## config.mk

```make
export PLATFORM = sky130hd
export DESIGN_NAME = ext_int_ctrl
export DESIGN_NICKNAME = d
export VERILOG_FILES = /design/src/rtl/ext_int_ctrl_pkg.sv /design/src/rtl/ext_int_ctrl_irq_prio_enc.sv /design/src/rtl/ext_int_ctrl.sv
export SDC_FILE = /design/constraint.sdc
export NUM_CORES = 1
export LEC_CHECK = 0
export CORE_UTILIZATION = 47
export DETAILED_ROUTE_END_ITERATION = 10
export PLACE_DENSITY_LB_ADDON = 0.05
export SETUP_SLACK_MARGIN = 0.1
export SLEW_MARGIN = 25
export SYNTH_ARGS = -nofsm -noshare
export SYNTH_HDL_FRONTEND = slang
export SYNTH_SLANG_ARGS = --single-unit
```

## constraint.sdc

```tcl
create_clock -name clk -period 1.9 [get_ports clk]
set_clock_uncertainty 0.15 [all_clocks]
set_input_delay 0.285 -clock clk [delete_from_list [all_inputs] [get_ports clk]]
set_output_delay 0.285 -clock clk [all_outputs]
set_load 0.005 [all_outputs]
```

## src/rtl/ext_int_ctrl_pkg.sv

```systemverilog
// ext_int_ctrl_pkg
//   Shared definitions for the external interrupt controller:
//   register word offsets (bus_add[3:2]), FSM state codes, STAT field
//   positions and the vector-number helper.
package ext_int_ctrl_pkg;

  // Register word index, taken from bus_add[3:2]
  localparam logic [1:0] REG_MASK = 2'd0;
  localparam logic [1:0] REG_PEND = 2'd1;
  localparam logic [1:0] REG_EDGE = 2'd2;
  localparam logic [1:0] REG_STAT = 2'd3;

  // Request FSM state codes
  localparam logic [1:0] ST_IDLE = 2'd0;
  localparam logic [1:0] ST_REQ  = 2'd1;
  localparam logic [1:0] ST_HOLD = 2'd2;

  // STAT register field positions
  localparam int STAT_BUSY_BIT = 0;
  localparam int STAT_NUM_LSB  = 8;

  // Vector number of a source: base plus index, wrapping at 8 bits
  function automatic logic [7:0] vector_num(input logic [7:0] base, input logic [4:0] idx);
    return base + {3'b000, idx};
  endfunction

endpackage

```

## src/rtl/ext_int_ctrl_irq_prio_enc.sv

```systemverilog
// irq_prio_enc
//   Fixed-priority encoder: reports the lowest set bit of req.
// Ports
//   req    in   N   request vector, bit 0 has highest priority
//   valid  out  1   at least one request bit set
//   idx    out  5   index of the lowest set bit (0 when valid=0)
module irq_prio_enc #(
  parameter int N = 8
) (
  input  logic [N-1:0] req,
  output logic         valid,
  output logic [4:0]   idx
);

  // Scan from the top down so the lowest set index is the last one written
  always_comb begin
    valid = 1'b0;
    idx   = 5'd0;
    for (int i = N - 1; i >= 0; i--) begin
      if (req[i]) begin
        valid = 1'b1;
        idx   = i[4:0];
      end
    end
  end

endmodule

```

## src/rtl/ext_int_ctrl.sv

```systemverilog
// ext_int_ctrl
//   External interrupt controller feeding the CPU interrupt core.
//   Collects NUM_SRC IRQ lines with per-source edge/level select and mask,
//   picks the lowest eligible index and presents it on
//   int_sign_external / int_num_external until the core acknowledges it.
//   Software sees MASK, PEND, EDGE and STAT on a RAM-style slave bus.
// Ports
//   clk                in   1        system clock, rising edge
//   rst_n              in   1        asynchronous active-low reset
//   irq_in             in   NUM_SRC  device interrupt lines (synchronous)
//   int_sign_external  out  1        request to the interrupt core
//   int_num_external   out  8        vector number, stable while requesting
//   int_ack            in   1        core acceptance (la_ta_ask)
//   bus_add            in   32       register address
//   bus_data_w         in   32       write data
//   bus_data_r         out  32       read data, valid while bus_cplt=1
//   bus_rw             in   2        00 idle, 10 read, 11 write
//   bus_cplt           out  1        access complete
module ext_int_ctrl
  import ext_int_ctrl_pkg::*;
#(
  parameter int          NUM_SRC   = 8,
  parameter logic [7:0]  BASE_NUM  = 8'h20,
  parameter logic [31:0] ADDR_BASE = 32'hFFFF_0000
) (
  input  logic               clk,
  input  logic               rst_n,
  input  logic [NUM_SRC-1:0] irq_in,
  output logic               int_sign_external,
  output logic [7:0]         int_num_external,
  input  logic               int_ack,
  input  logic [31:0]        bus_add,
  input  logic [31:0]        bus_data_w,
  output logic [31:0]        bus_data_r,
  input  logic [1:0]         bus_rw,
  output logic               bus_cplt
);

  localparam int N = NUM_SRC;

  logic [N-1:0] mask_q, mask_d;
  logic [N-1:0] edge_q, edge_d;
  logic [N-1:0] pend_q, pend_d;
  logic [N-1:0] irq_prev_q;
  logic [1:0]   state_q, state_d;
  logic [4:0]   idx_q, idx_d;
  logic [7:0]   num_q, num_d;
  logic         sign_q, sign_d;
  logic         cplt_q, cplt_d;
  logic [31:0]  data_r_q, data_r_d;
  logic [1:0]   rw_prev_q;
  logic [31:0]  addr_prev_q;

  logic [N-1:0] rise;
  logic [N-1:0] pend_view;
  logic [N-1:0] eligible;
  logic [N-1:0] w1c;
  logic [31:0]  elig32;
  logic [31:0]  ack_clr32;
  logic [31:0]  rdata;
  logic         hit;
  logic         changed;
  logic         wr_en;
  logic         enc_valid;
  logic [4:0]   enc_idx;
  logic         unused_bits;

  // Pending view: edge bits come from the sticky register, level bits follow irq_in live
  always_comb begin
    rise      = irq_in & ~irq_prev_q;
    pend_view = (pend_q & edge_q) | (irq_in & ~edge_q);
    eligible  = pend_view & mask_q;
    elig32    = '0;
    elig32[N-1:0] = eligible;
  end

  irq_prio_enc #(
    .N(N)
  ) u_prio_enc (
    .req  (eligible),
    .valid(enc_valid),
    .idx  (enc_idx)
  );

  // A new access (rw or address change) drops cplt for one cycle so each access
  // gets its own completion edge; writes commit only on that rising edge.
  always_comb begin
    hit      = (bus_add[31:4] == ADDR_BASE[31:4]);
    changed  = (bus_rw != rw_prev_q) || (bus_add != addr_prev_q);
    cplt_d   = hit & bus_rw[1] & ~(cplt_q & changed);
    wr_en    = cplt_d & ~cplt_q & bus_rw[0];

    rdata = '0;
    case (bus_add[3:2])
      REG_MASK: rdata[N-1:0] = mask_q;
      REG_PEND: rdata[N-1:0] = pend_view;
      REG_EDGE: rdata[N-1:0] = edge_q;
      default: begin
        rdata[STAT_BUSY_BIT]                 = (state_q != ST_IDLE);
        rdata[STAT_NUM_LSB+7:STAT_NUM_LSB]   = num_q;
      end
    endcase
    data_r_d = cplt_d ? rdata : '0;

    mask_d = mask_q;
    edge_d = edge_q;
    w1c    = '0;
    if (wr_en) begin
      case (bus_add[3:2])
        REG_MASK: mask_d = bus_data_w[N-1:0];
        REG_PEND: w1c    = bus_data_w[N-1:0];
        REG_EDGE: edge_d = bus_data_w[N-1:0];
        default:  ;
      endcase
    end
  end

  // Request FSM. Ack is checked before withdraw so it wins; the latched
  // source is never re-arbitrated while in REQ.
  always_comb begin
    state_d   = state_q;
    idx_d     = idx_q;
    num_d     = num_q;
    sign_d    = sign_q;
    ack_clr32 = '0;
    case (state_q)
      ST_IDLE: begin
        if (enc_valid) begin
          idx_d   = enc_idx;
          num_d   = vector_num(BASE_NUM, enc_idx);
          sign_d  = 1'b1;
          state_d = ST_REQ;
        end
      end
      ST_REQ: begin
        if (int_ack) begin
          sign_d    = 1'b0;
          ack_clr32 = 32'd1 << idx_q;
          state_d   = ST_HOLD;
        end else if (!elig32[idx_q]) begin
          sign_d  = 1'b0;
          state_d = ST_IDLE;
        end
      end
      ST_HOLD: begin
        if (!int_ack) state_d = ST_IDLE;
      end
      default: begin
        sign_d  = 1'b0;
        state_d = ST_IDLE;
      end
    endcase
  end

  // New edges win over same-cycle clears; only edge sources keep sticky bits
  always_comb begin
    pend_d = ((pend_q & ~ack_clr32[N-1:0] & ~w1c) | rise) & edge_q;
  end

  always_ff @(posedge clk or negedge rst_n) begin
    if (!rst_n) begin
      mask_q      <= '0;
      edge_q      <= '0;
      pend_q      <= '0;
      irq_prev_q  <= '0;
      state_q     <= ST_IDLE;
      idx_q       <= '0;
      num_q       <= '0;
      sign_q      <= 1'b0;
      cplt_q      <= 1'b0;
      data_r_q    <= '0;
      rw_prev_q   <= 2'b00;
      addr_prev_q <= '0;
    end else begin
      mask_q      <= mask_d;
      edge_q      <= edge_d;
      pend_q      <= pend_d;
      irq_prev_q  <= irq_in;
      state_q     <= state_d;
      idx_q       <= idx_d;
      num_q       <= num_d;
      sign_q      <= sign_d;
      cplt_q      <= cplt_d;
      data_r_q    <= data_r_d;
      rw_prev_q   <= bus_rw;
      addr_prev_q <= bus_add;
    end
  end

  assign int_sign_external = sign_q;
  assign int_num_external  = num_q;
  assign bus_cplt          = cplt_q;
  assign bus_data_r        = data_r_q;

  // Byte offset bits, write-data bits above NUM_SRC and the high part of the
  // one-hot clear vector carry no function
  assign unused_bits = ^{bus_add[1:0], bus_data_w, ack_clr32};

endmodule

```

Yosys cells after proc, flatten, opt, wreduce, memory -nomap -nowiden. Index checks and enable logic that the tools add are counted. W data, S select, Z words.

Flip-flop bits (word level): 99. Input bits: 77. Output and inout port bits: 42. Logic and storage cells: 91.

Add/subtract/negate cells: 1. Order comparisons: 1. Equality and inequality tests: 10. Shifts and indexed selects: 1. Muxes and demuxes: 35. Bitwise operators: 21. Reduce and logical (&&, ||, !) cells: 10.

Operator list (count): $and A8 B8 Y8 (7); $mux W8 (5); $ne A32 B32 Y1 (1); $not A8 Y8 (4); $eq A28 B28 Y1 const B (1); $mux W3 (8); $pmux W7 S3 (1); $mux W16 (1); $or A8 B8 Y8 (2); $mux W1 (12); $mux W2 (4); $shl A1 B5 Y8 const A (1); $add A6 B5 Y7 const A (1); $lt A5 B6 Y1 const B (1); $pmux W1 S3 (2); $pmux W2 S3 (1); $reduce_and A2 Y1 (3); $reduce_and A3 Y1 (2); $and A1 B1 Y1 (5); $bmux W1 S5 (1); $eq A2 B1 Y1 const B (2); $eq A2 B2 Y1 const B (2); $logic_not A2 Y1 (2); $ne A2 B2 Y1 const B (2); other kinds (6) (8).

Logic depth before layout (Yosys ltp). Gate-level depths: netlist of run 1.

Depth in word-level cells: 14. Depth in mapped cells: 7. Depth with buffers taken out: 6.

Hierarchy. Synthesis of run 1 repeated with hierarchy kept, for this count alone.

Cell total of the unflattened synthesis: 348. Area, all modules: 4058.9 um2.

By module, submodules not included: ext_int_ctrl (times used 1, cells each 332, area an instance 3960.0 um2, sequential area each 2252.2 um2); irq_prio_enc (times used 1, cells each 16, area an instance 98.8 um2, sequential area each 0.0 um2).

Least setup slack after synthesis of run 1. Ideal clock, no wire load.

Kind: input to register. From: input port bus_add[6]. To: register edge_q[7]. Setup time: 0.128 ns. Arrival time: 1.921 ns. Required time: 1.622 ns. Setup slack: -0.298 ns. Stages: 6. Path buffers: 0. Path through: or4_1 -> nor3_1 -> nand4_1 -> nor3b_4 -> nand2_4 -> mux2_1.

Longest elaborated chain between the ends: 8. Elaborated cells between the ends (all ways): 10. Classes of those cells: 2 x eq/ne; 6 x bitwise; 2 x reduce/logical.

Ends and longest elaborated chain: start: declaration (line ext_int_ctrl.sv:32) `input logic [31:0] bus_add,`; $ne A32 B32 Y1 (line ext_int_ctrl.sv:89) `changed = (bus_rw != rw_prev_q) || (bus_add != addr_prev_q);`; $logic_or A1 B1 Y1 (line ext_int_ctrl.sv:89); $and A1 B1 Y1 (line ext_int_ctrl.sv:90) `cplt_d = hit & bus_rw[1] & ~(cplt_q & changed);`; $not A1 Y1 (line ext_int_ctrl.sv:90); $and A1 B1 Y1 (*) (line ext_int_ctrl.sv:90); $and A1 B1 Y1 (*) (2 in a row) (line ext_int_ctrl.sv:91) `wr_en = cplt_d & ~cplt_q & bus_rw[0];`; $reduce_and A2 Y1 (no source line) (*); end signal: assignment (line ext_int_ctrl.sv:176) `edge_q <= edge_d;`; end: declaration (line ext_int_ctrl.sv:42) `logic [N-1:0] edge_q, edge_d;`.

Mark *: on every way between the ends. The rest lies on a longest branch, timed or not. A chain may end at the register's enable or synchronous reset.

Final worst setup path of run 1.
From: register addr_prev_q[7]. To: register data_r_q[13] (netlist: bus_data_r[13]).

Longest elaborated chain between the ends: 6.

Ends and longest elaborated chain: start: declaration (line ext_int_ctrl.sv:52) `logic [31:0] addr_prev_q;`; start signal: assignment (line ext_int_ctrl.sv:186) `addr_prev_q <= bus_add;`; $ne A32 B32 Y1 (line ext_int_ctrl.sv:89); $logic_or A1 B1 Y1 (line ext_int_ctrl.sv:89); $and A1 B1 Y1 (line ext_int_ctrl.sv:90); $not A1 Y1 (line ext_int_ctrl.sv:90); $and A1 B1 Y1 (line ext_int_ctrl.sv:90); $mux W16 (line ext_int_ctrl.sv:103) `data_r_d = cplt_d ? rdata : '0;`; via data_r_d[13] (line ext_int_ctrl.sv:50) `logic [31:0] data_r_q, data_r_d;`; end signal: assignment (line ext_int_ctrl.sv:184) `data_r_q <= data_r_d;`; end: declaration (line ext_int_ctrl.sv:50).

The timed path passes the listed nets, and every way through them passes these cells.

==> metrics.txt, run 1 <==
result of the run finished with violations; failing checks negative hold slack, negative setup slack; Core ar. 7890 µm²; number of diodes added for antenna fixing 0; cell type with the highest aggregate area in the netlist sky130_fd_sc_hd__dfrtp_1; leakage dissipation 2.64 nW; commonest cells after routing, fill and taps aside sky130_fd_sc_hd__dfrtp_1, sky130_fd_sc_hd__buf_4, sky130_fd_sc_hd__clkdlybuf4s50_1; worst skew pair latency 360 ps; endpoints failing hold 1; switching part of the total power 26.1%; RSZ-0062 raised after global routing yes; clock buffers created by TritonCTS 9; data required time at the worst endpoint 2040 ps; share of total power in the clock network 33.4%; number of nets in the layout 582; crit path time final 1980 ps; Crit. End Element register; largest fanout of any net on the critical path 7; total congestion overflow 0; fraction of synthesis flops using an asynchronous set or reset pin 100%; number of nets still failing antenna checks after routing 0; detailed placer's ending HPWL 7050 µm; I/O pin count 119; number of remaining DRC errors 0; power spent charging and discharging nets 916 µW; synthesized area per cell 11.1 µm²; post-synthesis instance total 352; max-slew violation count 0; global-route wire length before repair 15,700 µm; vias in the first global route 3,178; multi-input combinational cell area 1870 µm²; class of the tightest hold or removal check input port to register; Setup crit start kind register; drt wl/cell 16.2 µm; post-layout power 3.50 mW; EDFF count, synth 0; GR Layer Usage met2 42.7%; effective utilization at floorplan 49.6%; pin count of the biggest net entering global routing 37; met1 usage 29.3%; setup ws final -82.0 ps; main area contributors after synthesis sky130_fd_sc_hd__dfrtp_1, sky130_fd_sc_hd__xnor2_1, sky130_fd_sc_hd__mux2_2; most common library cell in the layout ignoring fill and taps sky130_fd_sc_hd__dfrtp_1; Port-buffer cells 70; synthesized area 3910 µm²; clk sinks 86; CTS tree built; number of fill cells 583; weighted congestion at the end of routability-driven global placement 0.906; primary flip-flop cell chosen by synthesis mapping sky130_fd_sc_hd__dfrtp_1; via total after detailed routing 3,096; fraction of final layout cells with drive strength greater than 1 32.9%; sequential share of power 54.0%; peak clock frequency supported by timing 505 MHz; pwr dens 610 nW/µm²; vias per cell 5.06; busiest metal layer after global routing met2; number of antenna violations at the first check in global routing 0; Yosys Warn Count 0; area share of the largest cell type after synthesis 55.0%; smallest hold slack -8.95 ps; die outline height 93.2 µm; final cycle utilization of the critical path 104%; starting DRC count in detailed routing 132; die width 93.2 µm; Placement Rows 32; worst setup timing slack at the placement stage -844 ps; number of H-tree branching levels 3; GRT Overall Usage 24.0%; Crit Path Class register to register; area growth from synthesis to final layout 46.8%; post-synthesis sequential element count 86; critical path arrival 2120 ps; Clock Path Buffers 2; clock-pin slew on the worst setup and hold paths 90 ps; total internal power 2.59 mW; first-pass detailed-route iteration total 4; Routed Wire Length 9940 µm; fraction of the yosys area taken by sequential cells 55.0%; root buf cell sky130_fd_sc_hd__clkbuf_8; distinct cell type count of the synthesized netlist 39; Reg area 2160 µm²; total of endpoints with negative setup slack in the final report 33; maximum vdd ir drop 658 µV; total die area 8690 µm²; Maximum Capacitance Violations 0; part of the power in combinational logic 12.6%; M3 GR Usage 3.41%
-- registers in the layout, indices dropped and copies added (netlist names), 8 cells and up --
| register | flops |
|---|---|
| bus_data_r | 12 |
| addr_prev_q | 32 |
| pend_q | 8 |
| mask_q | 8 |
| irq_prev_q | 8 |
| edge_q | 8 |
-- timing repair --
| action | CTS | global route |
|---|---|---|
| resized for setup | 62 | 37 |
| setup buffers | 3 | 7 |
| hold endpoints to repair | 28 | 3 |
| pin swaps | 22 | 16 |
| hold buffers | 4 | 3 |
| endpoints found under the setup margin | 41 | 45 |
-- critical path: stages (launching register included) --
cell	delay (ps)
sky130_fd_sc_hd__dfrtp_1	390
sky130_fd_sc_hd__xnor2_1	150
sky130_fd_sc_hd__nand4_1	180
sky130_fd_sc_hd__nor4_2	330
sky130_fd_sc_hd__nand3_1	140
sky130_fd_sc_hd__a21o_4	280
sky130_fd_sc_hd__buf_12	150
sky130_fd_sc_hd__nor3_2	140
-- power by group through the flow --
stage	clock network (mW)	logic, mW	registers (mW)
2_1_floorplan	0	0.168	1.93
3_3_place_gp	0	0.409	1.93
3_5_place_dp	0	0.413	1.93
4_1_cts	1.19	0.426	1.89
5_1_grt	1.25	0.479	1.90
6_report	1.17	0.440	1.89
-- layout make-up --
class,count,share of cell area [%]
Clock buffer,10,2.22
Clock inverter,6,0.849
Inverter,13,0.849
Multi-Input combinational cell,245,32.5
Sequential cell,86,37.5
Tap cell,102,2.22
Timing Repair Buffer,150,23.8
-- through the flow --
| stage | TNS [ps] | util, % | cells | cell area, µm² |
|---|---|---|---|---|
| CTS | -3480 | 70.1 | 602 | 5530 |
| finish | -1450 | 72.8 | 612 | 5740 |
| floorplan | -5330 | - | 375 | 4030 |
| detailed placement | -27670 | 65.3 | 579 | 5150 |
| global placement | -25920 | 65.3 | 579 | 5150 |
| global route | -3870 | 72.8 | 612 | 5740 |
-- cells by family after synthesis --
logic type	after synthesis	synth area share (%)
mux	28	7.96
other cells	1	0.0958
buf+inv	44	6.52
simple gates	120	16.2
xor+xnor	34	7.61
flops	86	55.0
compound gates	39	6.56
-- metal layers --
layer  vias to the layer above  wire length [µm]
li1                       1489                 -
met1                      1494              4070
met2                       100              5260
met3                        13               466
met4                         0               141
met5                         -                 0
-- final timing paths --
path | from | endpoint | slack, ps | depth (start not counted)
worst max-delay path | addr_prev_q[7]$_DFF_PN0_ | bus_data_r[13]$_DFF_PN0_ | -80 | 7
worst min-delay path | irq_in[4] | irq_prev_q[4]$_DFF_PN0_ | -9 | 1
worst max register to register | addr_prev_q[7]$_DFF_PN0_ | bus_data_r[13]$_DFF_PN0_ | -80 | 7
worst min register to register | irq_prev_q[7]$_DFF_PN0_ | pend_q[7]$_DFF_PN0_ | 270 | 1
max in group asynchronous | rst_n | pend_q[0]$_DFF_PN0_ | 850 | 3
min in group asynchronous | rst_n | addr_prev_q[6]$_DFF_PN0_ | 230 | 2
-- Yosys cell counts (2+ instances only) --
library cell                instances
sky130_fd_sc_hd__o21a_1             2
sky130_fd_sc_hd__a21oi_1           11
sky130_fd_sc_hd__nand2_1           29
sky130_fd_sc_hd__mux2i_1            3
sky130_fd_sc_hd__dfrtp_1           86
sky130_fd_sc_hd__o21ai_0            2
sky130_fd_sc_hd__a32o_1             2
sky130_fd_sc_hd__inv_1             13
sky130_fd_sc_hd__buf_1              3
sky130_fd_sc_hd__and3_1             2
sky130_fd_sc_hd__a32oi_1            3
sky130_fd_sc_hd__nor2_1            19
sky130_fd_sc_hd__nand2_4            2
sky130_fd_sc_hd__nor2b_1            6
sky130_fd_sc_hd__buf_4             24
sky130_fd_sc_hd__xor2_1             2
sky130_fd_sc_hd__or2_2              3
sky130_fd_sc_hd__clkbuf_1           4
sky130_fd_sc_hd__o2111ai_1          2
sky130_fd_sc_hd__xnor2_1           32
sky130_fd_sc_hd__nor3_1             8
sky130_fd_sc_hd__o22ai_1           10
sky130_fd_sc_hd__a31oi_1            4
sky130_fd_sc_hd__nor4_1             5
sky130_fd_sc_hd__nand3_1           19
sky130_fd_sc_hd__and3_2             6
sky130_fd_sc_hd__mux2_2            24
sky130_fd_sc_hd__nor4b_1            2
sky130_fd_sc_hd__nand4_1           14
Power figures use the tool's default switching activity.
==> inputs of run 2 (changes only) <==
--- a/config.mk
+++ b/config.mk
@@ -5,10 +5,13 @@
 export SDC_FILE = /design/constraint.sdc
 export NUM_CORES = 1
 export LEC_CHECK = 0
-export CORE_UTILIZATION = 47
+export CAP_MARGIN = 20
+export CORE_UTILIZATION = 49
+export CTS_BUF_LIST = sky130_fd_sc_hd__clkbuf_2 sky130_fd_sc_hd__clkbuf_4 sky130_fd_sc_hd__clkbuf_8
 export DETAILED_ROUTE_END_ITERATION = 10
 export PLACE_DENSITY_LB_ADDON = 0.05
 export SETUP_SLACK_MARGIN = 0.1
+export SKIP_LAST_GASP = 1
 export SLEW_MARGIN = 25
 export SYNTH_ARGS = -nofsm -noshare
 export SYNTH_HDL_FRONTEND = slang
==> run 2 against run 1 <==
Effect of this change: the run ends with negative setup slack left; utilization increased by 1.8 points; worst hold slack improved by 57 ps; sequential share of layout area decreased by 0.13 points; clock-buffer cell count increased by 1.
==> metrics.txt, run 2 (synthesis results as in run 1) <==
failing checks negative setup slack; launch point of the critical path bus_add[14]; placed cell count 578; Reg area 2160 µm²; effective utilization at floorplan 50.6%; number of nets in the layout 580; power spent charging and discharging nets 893 µW; vias in the first global route 3,098; total die area 8350 µm²; final cycle utilization of the critical path 107%; CTS tree built; setup_tns -2620 ps; root buf cell sky130_fd_sc_hd__clkbuf_8; RSZ-0062 raised after global routing yes; non-filler cells in the finished layout 610; Port-buffer cells 70; M3 GR Usage 3.43%; total internal power 2.89 mW; register-to-register setup slack -100 ps; commonest cells after routing, fill and taps aside sky130_fd_sc_hd__dfrtp_1, sky130_fd_sc_hd__buf_4, sky130_fd_sc_hd__clkdlybuf4s50_1; GRT Overall Usage 24.3%; critical-path cell list clkdlybuf4s50_1 -> nor4b_2 -> nand4_1 -> nor3b_4 -> buf_6 -> nand2_8 -> mux2_4; area growth from synthesis to final layout 47.4%; die outline height 91.4 µm; leakage dissipation 2.63 nW; first-pass detailed-route iteration total 5; data required time at the worst endpoint 2000 ps; launch point of the worst hold path bus_add[30]; starting DRC count in detailed routing 168; largest reg by FF count addr_prev_q; Maximum Capacitance Violations 0; Util after Layout 74.6%; maximum vdd ir drop 411 µV; Crit Reg-Reg Endpoint bus_data_r[4]$_DFF_PN0_; pwr dens 656 nW/µm²; setup ws final -129 ps; clock-pin slew on the worst setup and hold paths 90 ps; crit path time final 2030 ps; class of the tightest hold or removal check input port to register; worst skew pair latency 360 ps; worst reg-to-reg path cell count 7; post-layout power 3.79 mW; share of total power in the clock network 38.5%; critical path arrival 2130 ps; number of fill cells 543; Clock Path Buffers 2; peak clock frequency supported by timing 493 MHz; smallest hold slack 48.3 ps; global-route wire length before repair 15,300 µm; number of nets still failing antenna checks after routing 0; pin count of the biggest net entering global routing 41; total congestion overflow 0; Crit Path Class input port to register; terminating pin of the worst hold path addr_prev_q[30]$_DFF_PN0_; switching part of the total power 23.6%; via total after detailed routing 3,188; endpoints failing hold 0; multi-input combinational cell area 1890 µm²; number of diodes added for antenna fixing 0; detailed placer's ending HPWL 6830 µm; number of flip-flops in the largest register 32; number of remaining DRC errors 0; worst r2r src addr_prev_q[6]$_DFF_PN0_; met1 usage 30.8%; die width 91.4 µm; Placement Rows 32; total of endpoints with negative setup slack in the final report 34; clk sinks 86; drt wl/cell 16.4 µm; sequential share of power 50.0%; Setup crit start kind input port; max-slew violation count 0; number of instances on the worst hold path 2; weighted congestion at the end of routability-driven global placement 0.834; part of the power in combinational logic 11.5%; most common library cell in the layout ignoring fill and taps sky130_fd_sc_hd__dfrtp_1; Crit. End Element register; busiest metal layer after global routing met2; I/O pin count 119; number of H-tree branching levels 3; GR Layer Usage met2 40.5%; clock buffers created by TritonCTS 9; vias per cell 5.23; slowest cell on the critical path sky130_fd_sc_hd__clkdlybuf4s50_1; Routed Wire Length 10,000 µm; delay of the slowest critical-path stage 460 ps; fraction of final layout cells with drive strength greater than 1 33.5%; result of the run finished with violations; Core ar. 7730 µm²; largest fanout of any net on the critical path 8; number of antenna violations at the first check in global routing 0
[run 2: per-stage QoR]
stage,setup slack [ps],cell area (µm²)
floorplan,-296,4030
global placement,-800,5130
detailed placement,-823,5130
CTS,-165,5470
global route,-193,5770
finish,-129,5770
[run 2: worst max path at each step]
stage                     depth (start not counted)                 endpoint  slack (ps)
after floorplan                                   6    edge_q[7]$_DFFE_PN0P_        -300
after global placement                            8    edge_q[7]$_DFFE_PN0P_        -800
after detailed placement                          8    edge_q[7]$_DFFE_PN0P_        -820
after CTS                                         8    edge_q[7]$_DFFE_PN0P_        -160
after global routing                              9  bus_data_r[4]$_DFF_PN0_        -190
final                                             7    edge_q[7]$_DFFE_PN0P_        -130
[run 2: repair_timing]
item | 4_1_cts | 5_1_grt
hold endpoints to repair | 31 | 1
pin swaps | 12 | 21
hold buffers | 3 | 1
setup endpoints to repair | 42 | 45
cloned | 0 | 0
gates resized for setup | 46 | 48
buffers inserted | 3 | 9
[run 2: layout make-up]
class                   instances  area share [%]
flip-flops and latches         86            37.4
multi-input cells             245            32.7
well taps                     102            2.21
clock buffers                  11            2.52
repair buffers                148            22.9
inverters                      13           0.846
clock inverters                 5            1.41
[run 2: power by group through the flow]
stage | clock, mW | combinational (mW) | sequential, mW
finish | 1.46 | 0.434 | 1.89
global route | 1.55 | 0.475 | 1.90
CTS | 1.48 | 0.412 | 1.89
detailed placement | 0 | 0.406 | 1.93
global placement | 0 | 0.403 | 1.93
floorplan | 0 | 0.168 | 1.93
[run 2: worst max-delay path, delay by kind of cell]
kind | cells | cell delay, ps
buffers and inverters | 2 | 650
muxes | 1 | 310
and+or+nand+nor | 4 | 870
[run 2: routing by layer]
metal	part of all wire, %	routed length (µm)	vias up
met3	5.0	505	27
met4	2.9	290	0
met5	0	0	-
met2	52	5190	118
li1	-	-	1487
met1	40	4050	1556
==> inputs of run 3 (changes only) <==
--- a/config.mk
+++ b/config.mk
@@ -6,9 +6,10 @@
 export NUM_CORES = 1
 export LEC_CHECK = 0
 export CAP_MARGIN = 20
-export CORE_UTILIZATION = 49
+export CORE_UTILIZATION = 55
 export CTS_BUF_LIST = sky130_fd_sc_hd__clkbuf_2 sky130_fd_sc_hd__clkbuf_4 sky130_fd_sc_hd__clkbuf_8
 export DETAILED_ROUTE_END_ITERATION = 10
+export DONT_BUFFER_PORTS = 1
 export PLACE_DENSITY_LB_ADDON = 0.05
 export SETUP_SLACK_MARGIN = 0.1
 export SKIP_LAST_GASP = 1
==> run 3 against run 2 <==
Effect of this change: the run ends with negative hold slack, negative setup slack left; critical path depth is the same; via count shrank 9.3%; routed wire length shrank 3.8%; register-to-register slack gained 20 ps; sequential share of layout area grew 5.0 points; clock-buffer cell count shrank 2; first-iteration DRC count shrank 8.9%; critical path type is now register to register; critical endpoint is now bus_data_r[13]$_DFF_PN0_.
==> metrics.txt, run 3 (synthesis results as in run 1) <==
result of the run finished with violations; failing checks negative hold slack, negative setup slack; max-slew violation count 0; number of nets in the layout 511; number of H-tree branching levels 3; worst setup timing slack at the placement stage -345 ps; final cycle utilization of the critical path 104%; vias in the first global route 2,998; total of endpoints with negative setup slack in the final report 18; setup ws final -81.8 ps; number of antenna violations at the first check in global routing 0; die outline height 86.3 µm; maximum vdd ir drop 478 µV; vias per cell 5.41; root buf cell sky130_fd_sc_hd__clkbuf_8; number of diodes added for antenna fixing 0; pwr dens 684 nW/µm²; critical path arrival 2120 ps; slowest cell on the critical path sky130_fd_sc_hd__dfrtp_1; I/O pin count 119; delay of the slowest critical-path stage 390 ps; Reg area 2150 µm²; clock buffers created by TritonCTS 9; fraction of final layout cells with drive strength greater than 1 24.8%; peak clock frequency supported by timing 505 MHz; starting DRC count in detailed routing 153; Worst-Margin Slew 552 ps; class of the tightest hold or removal check input port to asynchronous set/reset pin; RSZ-0062 raised after global routing yes; commonest cells after routing, fill and taps aside sky130_fd_sc_hd__dfrtp_1, sky130_fd_sc_hd__dlygate4sd3_1, sky130_fd_sc_hd__xnor2_1; first-pass detailed-route iteration total 4; via total after detailed routing 2,892; GRT Overall Usage 26.7%; number of fill cells 503; critical-path cell list xnor2_1 -> nand4_1 -> nor4_2 -> nand3_1 -> a21o_4 -> buf_8 -> nor3_2; weighted congestion at the end of routability-driven global placement 0.951; most common library cell in the layout ignoring fill and taps sky130_fd_sc_hd__dfrtp_1; effective utilization at floorplan 57.3%; clock-pin slew on the worst setup and hold paths 100 ps; cell class contributing the biggest share of worst-path delay simple AND/OR/NAND/NOR gates; Placement Rows 30; relative max-transition margin 62.8%; total die area 7450 µm²; crit path time final 1980 ps; Maximum Capacitance Violations 0; leakage dissipation 2.22 nW; number of remaining DRC errors 0; largest fanout of any net on the critical path 7; die width 86.3 µm; Clock Path Buffers 2; global-route wire length before repair 14,800 µm; Core ar. 6830 µm²; multi-input combinational cell area 1810 µm²; number of flip-flops in the largest register 32; number of nets still failing antenna checks after routing 0; Routed Wire Length 9650 µm; Crit Path Class register to register; Setup crit start kind register; clk sinks 86; smallest hold slack -538 ps; Port-buffer cells 0; worst skew pair latency 360 ps; pin count of the biggest net entering global routing 87; drt wl/cell 18.0 µm; combined buffer and inverter count along the critical path 1; Crit. End Element register; data required time at the worst endpoint 2040 ps; area growth from synthesis to final layout 29.9%; CTS tree built; endpoints failing hold 87; detailed placer's ending HPWL 6170 µm; largest reg by FF count addr_prev_q; total congestion overflow 0
==> run 3: cell types whose count changed in the layout (fill, tap and decap cells not counted), sizes merged, moves of 2 or more <==
cell	previous run	this run
dlygate4sd3	4	51
clkdlybuf4s50	46	0
clkbuf	11	9
buf	78	28
dlygate4sd2	14	0
dlymetal6s2s	5	0
==> run 3: layout make-up <==
type                            instances  area share [%]
Sequential cell                        86            42.4
Multi-Input combinational cell        245            35.6
Clock buffer                            9            2.44
Tap cell                               96            2.36
Timing Repair Buffer                   79            14.7
Inverter                               13           0.960
Clock inverter                          7            1.58
==> run 3: through the flow <==
step	total power [mW]	area [µm²]	cells	utilization [%]	TNS [ps]
after floorplan	2.09	4030	375	-	-5330
after global placement	2.08	4130	464	60.5	-7620
after detailed placement	2.08	4130	464	60.5	-7820
after CTS	3.49	4940	533	72.3	-622
after global routing	3.60	5080	535	74.4	-1550
final	3.48	5080	535	74.4	-489
==> run 3: per-layer routing <==
layer,vias up,share of wire (%),global-route usage (%)
li1,1345,-,-
met1,1434,41,32.7
met2,91,52,46.3
met3,22,5.1,5.14
met4,0,2.5,11.4
met5,-,0,0
==> run 3: final timing paths <==
path	startpoint	to	slack (ps)	cells past startpoint
max	rw_prev_q[1]$_DFF_PN0_	bus_data_r[13]$_DFF_PN0_	-80	7
min	rst_n	addr_prev_q[1]$_DFF_PN0_	-540	0
max reg2reg	rw_prev_q[1]$_DFF_PN0_	bus_data_r[13]$_DFF_PN0_	-80	7
min reg2reg	irq_prev_q[0]$_DFF_PN0_	pend_q[0]$_DFF_PN0_	280	1
max in group asynchronous	rst_n	addr_prev_q[23]$_DFF_PN0_	2000	0
min in group clk	bus_add[3]	bus_data_r[3]$_DFF_PN0_	0	3
==> run 3: timing repair <==
item	CTS	global route
gates cloned	0	0
pin swaps	13	18
resized for setup	16	30
setup buffers	3	1
hold buffers	50	1
endpoints found under the setup margin	33	42
endpoints found under the hold margin	155	87
==> run 3: power breakdown <==
group | leakage, nW | internal, mW | switching, mW
combinational | 1.03 | 0.157 | 0.106
sequential | 1.10 | 1.87 | 0.0198
clock | 0.0964 | 0.621 | 0.698
total | 2.22 | 2.65 | 0.824
